$ cat config.mk
export PLATFORM = sky130hd
export DESIGN_NAME = count_wrap_monitor_flat
export DESIGN_NICKNAME = d
export VERILOG_FILES = /design/src/rtl/count_wrap_monitor_if.sv /design/src/rtl/count_wrap_monitor.sv /design/src/flat_wrapper.sv
export SDC_FILE = /design/constraint.sdc
export NUM_CORES = 1
export LEC_CHECK = 0
export CAP_MARGIN = 20
export CORE_UTILIZATION = 51
export CTS_CLUSTER_SIZE = 28
export DETAILED_ROUTE_END_ITERATION = 7
export MAX_ROUTING_LAYER = met4
export PLACE_DENSITY = 0.76
export SLEW_MARGIN = 10
export SYNTH_ARGS = -nofsm -noshare
export SYNTH_HDL_FRONTEND = slang
export SYNTH_SLANG_ARGS = --single-unit
$ cat constraint.sdc
create_clock -name clk -period 2.72 [get_ports clk]
set_input_delay 0.68 -clock clk [delete_from_list [all_inputs] [get_ports clk]]
set_output_delay 0.68 -clock clk [all_outputs]
set_load 0.005 [all_outputs]
$ cat src/rtl/count_wrap_monitor_if.sv
// Bus between the up/down counter environment and count_wrap_monitor.
// The master side drives the counter observation and clear; the slave
// (the monitor) drives the event, status and tally outputs.
interface count_wrap_monitor_if #(
  parameter int WIDTH      = 5,
  parameter int WRAP_CNT_W = 8
);
  logic [WIDTH-1:0]      q_in;
  logic                  load_in;
  logic                  mode_in;
  logic                  clr;
  logic                  wrap_up_pulse;
  logic                  wrap_dn_pulse;
  logic                  step_err;
  logic                  fault;
  logic                  alarm;
  logic [WRAP_CNT_W-1:0] wrap_count;

  modport master (
    output q_in, load_in, mode_in, clr,
    input  wrap_up_pulse, wrap_dn_pulse, step_err, fault, alarm, wrap_count
  );

  modport slave (
    input  q_in, load_in, mode_in, clr,
    output wrap_up_pulse, wrap_dn_pulse, step_err, fault, alarm, wrap_count
  );
endinterface

$ cat src/rtl/count_wrap_monitor.sv
// count_wrap_monitor: observes an LO..HI up/down counter, classifies each
// transition, pulses on wraps and illegal steps, keeps a saturating wrap
// tally with a sticky alarm.
// Optional feature macro: COUNT_MONITOR_DIR_CHECK_EN -- when defined, steps
// and wraps that disagree with the counter direction are flagged illegal.
//
// state | meaning
// SYNC  | capture current sample as baseline, no classification
// TRACK | classify every sample against the previous one
// FAULT | illegal transition seen; frozen until load_in or clr
module count_wrap_monitor #(
  parameter int LO          = 5,
  parameter int HI          = 31,
  parameter int WIDTH       = 5,
  parameter int WRAP_CNT_W  = 8,
  parameter int ALARM_WRAPS = 4
) (
  input logic clk,
  input logic rst,
  count_wrap_monitor_if.slave bus
);

  localparam logic [WIDTH-1:0]      LO_V    = WIDTH'(LO);
  localparam logic [WIDTH-1:0]      HI_V    = WIDTH'(HI);
  localparam logic [WRAP_CNT_W-1:0] ALARM_V = WRAP_CNT_W'(ALARM_WRAPS);
  localparam logic [WRAP_CNT_W-1:0] CNT_MAX = {WRAP_CNT_W{1'b1}};

  typedef enum logic [1:0] {
    SYNC  = 2'd0,
    TRACK = 2'd1,
    FAULT = 2'd2
  } state_t;

  state_t state, state_nx;

  logic [WIDTH-1:0]      q_prev;
  logic                  mode_prev;
  logic                  up_q, dn_q, err_q, fault_q, alarm_q;
  logic [WRAP_CNT_W-1:0] tally_q;

  logic                  up_nx, dn_nx, err_nx, fault_nx, alarm_nx;
  logic [WRAP_CNT_W-1:0] tally_nx;

  logic in_range, is_hold, is_up, is_dn, is_wrap_up, is_wrap_dn;
  logic up_dir_ok, dn_dir_ok, illegal;

  // Raw transition shape of the current sample against the baseline.
  always_comb begin
    in_range   = (bus.q_in >= LO_V) && (bus.q_in <= HI_V);
    is_hold    = (bus.q_in == q_prev);
    is_up      = (q_prev != HI_V) && (bus.q_in == q_prev + 1'b1);
    is_dn      = (q_prev != LO_V) && (bus.q_in == q_prev - 1'b1);
    is_wrap_up = (q_prev == HI_V) && (bus.q_in == LO_V);
    is_wrap_dn = (q_prev == LO_V) && (bus.q_in == HI_V);
  end

`ifdef COUNT_MONITOR_DIR_CHECK_EN
  // mode_prev is the direction that produced the current sample.
  assign up_dir_ok = ~mode_prev;
  assign dn_dir_ok = mode_prev;
`else
  // Direction ignored in this build; mode_prev is kept only as a register.
  logic unused_mode_prev;
  assign unused_mode_prev = mode_prev;
  assign up_dir_ok = 1'b1;
  assign dn_dir_ok = 1'b1;
`endif

  // Anything that is not a hold or a direction-consistent step/wrap is illegal.
  always_comb begin
    illegal = ~in_range |
              ~(is_hold |
                ((is_up | is_wrap_up) & up_dir_ok) |
                ((is_dn | is_wrap_dn) & dn_dir_ok));
  end

  // State register.
  always_ff @(posedge clk) begin
    if (rst) state <= SYNC;
    else     state <= state_nx;
  end

  // Next-state: clr beats load_in, load_in beats the classification result.
  always_comb begin
    state_nx = state;
    if (bus.clr) begin
      state_nx = SYNC;
    end else begin
      case (state)
        SYNC:    state_nx = bus.load_in ? SYNC : TRACK;
        TRACK:   state_nx = bus.load_in ? SYNC : (illegal ? FAULT : TRACK);
        FAULT:   state_nx = bus.load_in ? SYNC : FAULT;
        default: state_nx = SYNC;
      endcase
    end
  end

  // Output next-values; events are only produced while tracking, and clr
  // still lets a concurrent wrap pulse through while zeroing tally and alarm.
  always_comb begin
    up_nx    = 1'b0;
    dn_nx    = 1'b0;
    err_nx   = 1'b0;
    tally_nx = tally_q;
    if (state == TRACK) begin
      up_nx  = ~illegal & is_wrap_up;
      dn_nx  = ~illegal & is_wrap_dn;
      err_nx = illegal;
    end
    if (bus.clr)
      tally_nx = '0;
    else if ((up_nx | dn_nx) && (tally_q != CNT_MAX))
      tally_nx = tally_q + 1'b1;
    alarm_nx = bus.clr ? 1'b0 : (alarm_q | (tally_nx >= ALARM_V));
    fault_nx = (state_nx == FAULT);
  end

  // Sample registers and registered outputs.
  always_ff @(posedge clk) begin
    if (rst) begin
      q_prev    <= '0;
      mode_prev <= 1'b0;
      up_q      <= 1'b0;
      dn_q      <= 1'b0;
      err_q     <= 1'b0;
      fault_q   <= 1'b0;
      alarm_q   <= 1'b0;
      tally_q   <= '0;
    end else begin
      q_prev    <= bus.q_in;
      mode_prev <= bus.mode_in;
      up_q      <= up_nx;
      dn_q      <= dn_nx;
      err_q     <= err_nx;
      fault_q   <= fault_nx;
      alarm_q   <= alarm_nx;
      tally_q   <= tally_nx;
    end
  end

  assign bus.wrap_up_pulse = up_q;
  assign bus.wrap_dn_pulse = dn_q;
  assign bus.step_err      = err_q;
  assign bus.fault         = fault_q;
  assign bus.alarm         = alarm_q;
  assign bus.wrap_count    = tally_q;

endmodule

$ cat src/flat_wrapper.sv
// flat-port wrapper written by rule: the top's interface ports become plain ports
module count_wrap_monitor_flat 
#(
  parameter int LO          = 5,
  parameter int HI          = 31,
  parameter int WIDTH       = 5,
  parameter int WRAP_CNT_W  = 8,
  parameter int ALARM_WRAPS = 4
)
  (clk, rst, bus_q_in, bus_load_in, bus_mode_in, bus_clr, bus_wrap_up_pulse, bus_wrap_dn_pulse, bus_step_err, bus_fault, bus_alarm, bus_wrap_count);
  count_wrap_monitor_if #(.WIDTH(WIDTH), .WRAP_CNT_W(WRAP_CNT_W)) bus_i ();
  input logic clk;
  input logic rst;
  input wire logic [$bits(bus_i.q_in)-1:0] bus_q_in;
  input wire logic [$bits(bus_i.load_in)-1:0] bus_load_in;
  input wire logic [$bits(bus_i.mode_in)-1:0] bus_mode_in;
  input wire logic [$bits(bus_i.clr)-1:0] bus_clr;
  output wire logic [$bits(bus_i.wrap_up_pulse)-1:0] bus_wrap_up_pulse;
  output wire logic [$bits(bus_i.wrap_dn_pulse)-1:0] bus_wrap_dn_pulse;
  output wire logic [$bits(bus_i.step_err)-1:0] bus_step_err;
  output wire logic [$bits(bus_i.fault)-1:0] bus_fault;
  output wire logic [$bits(bus_i.alarm)-1:0] bus_alarm;
  output wire logic [$bits(bus_i.wrap_count)-1:0] bus_wrap_count;
  assign bus_i.q_in = bus_q_in;
  assign bus_i.load_in = bus_load_in;
  assign bus_i.mode_in = bus_mode_in;
  assign bus_i.clr = bus_clr;
  assign bus_wrap_up_pulse = bus_i.wrap_up_pulse;
  assign bus_wrap_dn_pulse = bus_i.wrap_dn_pulse;
  assign bus_step_err = bus_i.step_err;
  assign bus_fault = bus_i.fault;
  assign bus_alarm = bus_i.alarm;
  assign bus_wrap_count = bus_i.wrap_count;
  count_wrap_monitor #(.LO(LO), .HI(HI), .WIDTH(WIDTH), .WRAP_CNT_W(WRAP_CNT_W), .ALARM_WRAPS(ALARM_WRAPS)) u_core (.clk(clk), .rst(rst), .bus(bus_i));
endmodule
# Yosys cells after proc, flatten, opt, wreduce, memory -nomap -nowiden
# Cells that the tools add are included.
# totals
latchBits,0
mem_bits_rw,0
out_inout_bits,13
register_bits,20
rom_bits,0
memories,0
elab_cells,59
inputBits,10
# classes
mul,0
n_addsub,3
n_shift,0
n_lt_le_gt_ge,3
n_eq_ne,13
div_mod_pow,0
mux,10
n_reduce_logical,9
bitwise,13
# ops
cell,n
two-way mux 8 bit,2
equality test 5 bit,3
equality test 5 x 3 -> 1 bit (second input constant),2
equality test 5 bit (second input constant),2
adder 8 x 1 -> 8 bit (second input constant),1
greater-or-equal comparator 8 x 3 -> 1 bit (second input constant),1
two-way mux 2 bit,4
!= test 8 bit (second input constant),1
OR 1 bit,7
logical AND 1 bit,6
one-hot mux 2 bit (3 select lines),1
adder 5 x 1 -> 5 bit (second input constant),1
greater-or-equal comparator 5 x 3 -> 1 bit (second input constant),1
less-or-equal comparator 5 bit (second input constant),1
!= test 5 x 3 -> 1 bit (second input constant),1
!= test 5 bit (second input constant),1
subtractor 5 x 1 -> 5 bit (second input constant),1
equality test 2 bit (second input constant),2
NOT 1 bit,4
OR reduction 2 bit,2
two-way mux 1 bit,3
AND 1 bit,2
equality test 2 x 1 -> 1 bit (second input constant),1
logical NOT 2 bit,1

# Depth between registers and ports, before layout
# depth
ltp_word,17
ltp_mapped,8
ltp_nobuf,8

# Least setup slack after synthesis
# No wires, ideal clock.
# synth_path
path_kind,register to register
from,register u_core.q_prev[0]
to,"register u_core.alarm_q, in the netlist u_core.bus.alarm"
path_buffers,0
period_less_slack_ns,2.001
t_required_ns,2.587
setup_time_ns,0.133
arrival_time_ns,1.868
setup_slack_ns,0.719
path_stages_with_launch,9
path_cell_list,dfxtp_1 -> ha_1 -> and3_1 -> ha_1 -> nor4b_2 -> nand3_2 -> a211oi_2 -> mux2i_1 -> a31oi_1
# synth_between
elab_chain_len,17
word_cells_on_any_way,30
classes_between,add/sub: 2; order compare: 1; eq/ne: 7; mux: 4; bitwise: 11; reduce/logical: 5
# synth_rtl
element,line,source
from (decl),count_wrap_monitor.sv:36,logic [WIDTH-1:0] q_prev;
from (signal assigned),count_wrap_monitor.sv:130,q_prev <= bus.q_in;
adder 5 x 1 -> 5 bit,count_wrap_monitor.sv:51,is_up = (q_prev != HI_V) && (bus.q_in == q_prev + 1'b1);
equality test 5 bit,count_wrap_monitor.sv:51,
logical AND 1 bit,count_wrap_monitor.sv:51,
OR 1 bit,count_wrap_monitor.sv:73,((is_up | is_wrap_up) & up_dir_ok) |
OR 1 bit,count_wrap_monitor.sv:72,~(is_hold |
OR 1 bit,count_wrap_monitor.sv:73,
NOT 1 bit,count_wrap_monitor.sv:72,
OR 1 bit,count_wrap_monitor.sv:71,illegal = ~in_range |
NOT 1 bit,"count_wrap_monitor.sv:106, count_wrap_monitor.sv:107",
AND 1 bit (on tied branches),"count_wrap_monitor.sv:106, count_wrap_monitor.sv:107",
two-way mux 1 bit,count_wrap_monitor.sv:105,if (state == TRACK) begin
OR 1 bit *,count_wrap_monitor.sv:112,else if ((up_nx | dn_nx) && (tally_q != CNT_MAX))
logical AND 1 bit *,count_wrap_monitor.sv:112,
two-way mux 8 bit *,count_wrap_monitor.sv:112,
two-way mux 8 bit *,count_wrap_monitor.sv:110,if (bus.clr)
greater-or-equal comparator 8 x 3 -> 1 bit *,count_wrap_monitor.sv:114,alarm_nx = bus.clr ? 1'b0 : (alarm_q | (tally_nx >= ALARM_V));
OR 1 bit *,count_wrap_monitor.sv:114,
to (signal assigned),count_wrap_monitor.sv:136,alarm_q <= alarm_nx;
to (decl),count_wrap_monitor.sv:38,"logic up_q, dn_q, err_q, fault_q, alarm_q;"
# Every way passes the cells marked *; elsewhere a longest branch is shown, timed or not.
# A chain may end at the register's enable or synchronous reset.

# Worst setup path after layout
# layout_path
from,input port bus_q_in[2]
to,register u_core.state[1]
# layout_between
elab_chain_len,11
word_cells_on_any_way,23
classes_between,order compare: 2; eq/ne: 5; mux: 4; bitwise: 7; reduce/logical: 5
# layout_rtl
element,line,source
from (decl),flat_wrapper.sv:14,input wire logic [$bits(bus_i.q_in)-1:0] bus_q_in;
equality test 5 bit or equality test 5 x 3 -> 1 bit (tied branches),"count_wrap_monitor.sv:51, count_wrap_monitor.sv:53",
logical AND 1 bit (on tied branches),"count_wrap_monitor.sv:51, count_wrap_monitor.sv:53",
OR 1 bit,count_wrap_monitor.sv:73,
OR 1 bit,count_wrap_monitor.sv:72,
OR 1 bit,count_wrap_monitor.sv:73,
NOT 1 bit,count_wrap_monitor.sv:72,
OR 1 bit *,count_wrap_monitor.sv:71,
two-way mux 2 bit * (2 in series),count_wrap_monitor.sv:91,TRACK: state_nx = bus.load_in ? SYNC : (illegal ? FAULT : TRACK);
one-hot mux 2 bit (3 select lines) *,count_wrap_monitor.sv:89,case (state)
two-way mux 2 bit *,count_wrap_monitor.sv:86,if (bus.clr) begin
to (signal assigned),count_wrap_monitor.sv:80,else state <= state_nx;
to (decl),count_wrap_monitor.sv:34,"state_t state, state_nx;"
# Marked as above.

==> results.toml <==
[timing]
final-max-slew-violation-count = 0
fin_setup_tns_ps = 0
finalCritPeriodShare = 0.875
slew_headroom = 0.703
rsz0062_at_grt = "false"
fmax_mhz = 420
setup_viol = 0
period_needed_ps = 2380
skew_ps = 4.95
hold_ws_ps = 522
finalHoldViolCount = 0
tightest_slew_ps = 445

[detailed_routing]
drt_wl_total_um = 2490
initialDrtViolationCount = 14
routed_via_density = 5.71
route.detailed.drc = 0
drtPass1Iterations = 4
wl_per_cell_um = 13.7
num_vias = 1040
ant_nets = 0

[floorplan]
start_util = 0.545
die_w_um = 50.9
fp.coreArea_sq_um = 2230
ios = 23
design.die.area_sq_um = 2590
die_h_um = 50.9
num_rows = 17

[worst_setup_path]
rr_startpoint = "u_core.q_prev[0]"
crit_path_start = "bus_q_in[2]"
crit_path_start_kind = "primary input"
r2r_slack_ps = 410
worstSetupPathType = "primary input to flop"
r2r_end = "u_core.bus.alarm"
worstRegToRegCells = 8
setup.worst_path.end = "u_core.state[1]"
cp.required_ps = 2910
critPathCaptureType = "flop"
crit_fanout = 9
worstPathArrival_ps = 2570

[clocking]
clk_latency_ps = 290
clock-root-buffer = "clkbuf_4"
cts_hold_buf = 0
clk_pin_slew_ps = 100
cts-htree-levels = 1
numCtsBuffers = 3
cts_sinks = 20
post_cts_resized = 0
postCtsSetupBuffers = 0
clk_path_buf_depth = 2
cts_tree = "done"

[final_layout]
layout.nets = 171
drive_gt1_frac = 0.136
design_area_sq_um = 1490
n_antenna_cell = 0
fill_cells = 178
area_delta_synth_final_pct = 22.1

[yosys]
synth_top_cell_by_area = "dfxtp_1"
postSynthRegisterBits = 20
netlist.area_leader.share = 0.329
yosys_warnings = 0
ys_types = 42
synthCells = 131
synthFlopType = "dfxtp_1"
synth.most_common_cell = "dfxtp_1"
yosysSeqAreaShare = 0.329
ys_top_cells_by_count = "20 x dfxtp_1, 13 x xnor2_1, 10 x nor2_1, 7 x xor2_1"
async_reset_ff_frac = 0
syn-cell-area_sq_um = 1220
synth_edf_count = 0
syn_area_per_cell_sq_um = 9.29
synth_fp_nets = 146
netlist_top_cells_area = "dfxtp_1 33%, xnor2_1 9.4%, ha_1 5.1%, xor2_1 5.0%, nor2_1 3.1%"

[power]
p_leak_nw = 0.492
ir_drop_mv = 0.286
clockPowerShare = 0.256
swShare = 0.248
p_sw_uw = 128
power_frac_comb = 0.155
finalPower_uw = 518
p_int_uw = 389
powerDensity_nw_per_um2 = 348
seq_power_share = 0.589

[run_status]
status = "finished, final reports clean"

[place]
port_buffers = 21
dp_hpwl_um = 1910
place_congestion = 0.925
dpl_cell_area_sq_um = 1460

[grt]
grt_pass1_wl_um = 4220
grt.total_usage = 0.227
antenna_found_initial = 0
grt_pass1_vias = 938
grt_max_degree = 14
overflow = 0

[min_path]
hold_class = "flop to flop"

[flow_run]
drv_cap = 0
-- area by class of cell --
cell class / instances / area (sq um) / share of cell area
Clock buffer: 3 / 22.5 / 0.0152
Inverter: 5 / 18.8 / 0.0126
Multi-Input combinational cell: 101 / 769 / 0.518
Sequential cell: 20 / 400 / 0.269
Tap cell: 28 / 35.0 / 0.0236
Timing Repair Buffer: 25 / 240 / 0.162
-- layout by cell type (no fill, tap or decap), drive strengths merged, types with 2 or more instances in the layout --
cell / Yosys / layout
a211oi: 4 / 4
a21oi: 2 / 2
and3: 2 / 2
buf: 3 / 4
clkbuf: 2 / 3
clkdlybuf4s50: 0 / 21
dfxtp: 20 / 20
ha: 5 / 5
inv: 5 / 5
mux2i: 3 / 3
nand2: 6 / 6
nand3: 7 / 7
nand4: 4 / 4
nor2: 10 / 10
nor2b: 6 / 6
nor3: 6 / 6
nor4: 2 / 2
o21a: 2 / 2
o21bai: 2 / 2
o41ai: 2 / 2
or2: 2 / 2
or4: 2 / 2
xnor2: 13 / 13
xor2: 7 / 7
-- through the flow --
step | util | instances | worst slack, ps
6_report | 0.666 | 182 | 341
3_5_place_dp | 0.655 | 179 | 33.2
2_1_floorplan | - | 131 | 719
4_1_cts | 0.666 | 182 | 340
3_3_place_gp | 0.655 | 179 | 65.6
5_1_grt | 0.666 | 182 | 229
-- worst min path at each step --
stage / from / cells past startpoint / to
2_1_floorplan: u_core.state[0] / 2 / u_core.state[0]
3_3_place_gp: u_core.state[0] / 2 / u_core.state[0]
3_5_place_dp: u_core.state[0] / 2 / u_core.state[0]
4_1_cts: u_core.state[0] / 2 / u_core.state[0]
5_1_grt: u_core.state[0] / 2 / u_core.state[0]
6_report: u_core.state[0] / 2 / u_core.state[0]
-- cells by family (layout without fill, tap and decap cells) --
group,Yosys count,count (layout),share of synthesized area
AOI/OAI and AO/OA,19,19,0.136
adders and majority gates,5,5,0.0514
buffers and inverters,10,33,0.0391
and+or+nand+nor,54,54,0.276
muxes,3,3,0.0247
xor gates and xnor gates,20,20,0.144
DFF,20,20,0.329
-- critical path, cell delays in order --
cell and delay, ps:
clkdlybuf4s50_1 590, and3_1 260, o221a_2 280, o2111ai_1 260
nand4_1 170, o41ai_1 330
-- power groups by stage --
stage / clock [mW] / combinational [mW] / sequential [mW]
after floorplan: 0 / 0.0517 / 0.309
after detailed placement: 0 / 0.0802 / 0.312
after CTS: 0.141 / 0.0804 / 0.305
after global placement: 0 / 0.0777 / 0.311
after global routing: 0.150 / 0.0887 / 0.306
final: 0.132 / 0.0803 / 0.305
-- state kept, by name, indices dropped and copies added, names as in the netlist --
name	cells
u_core.bus.alarm	1
u_core.bus.wrap_count	8
u_core.bus.fault	1
u_core.bus.wrap_up_pulse	1
u_core.q_prev	5
u_core.state	2
u_core.bus.step_err	1
u_core.bus.wrap_dn_pulse	1
-- metal layers --
layer	vias up	global-route usage	routed length, um
met4	0	0.0972	31
met5	-	-	0
met1	498	0.247	1100
met2	22	0.409	1280
met3	4	0.0357	79
li1	516	-	-
Note: power is estimated with default switching activity, not from simulation.
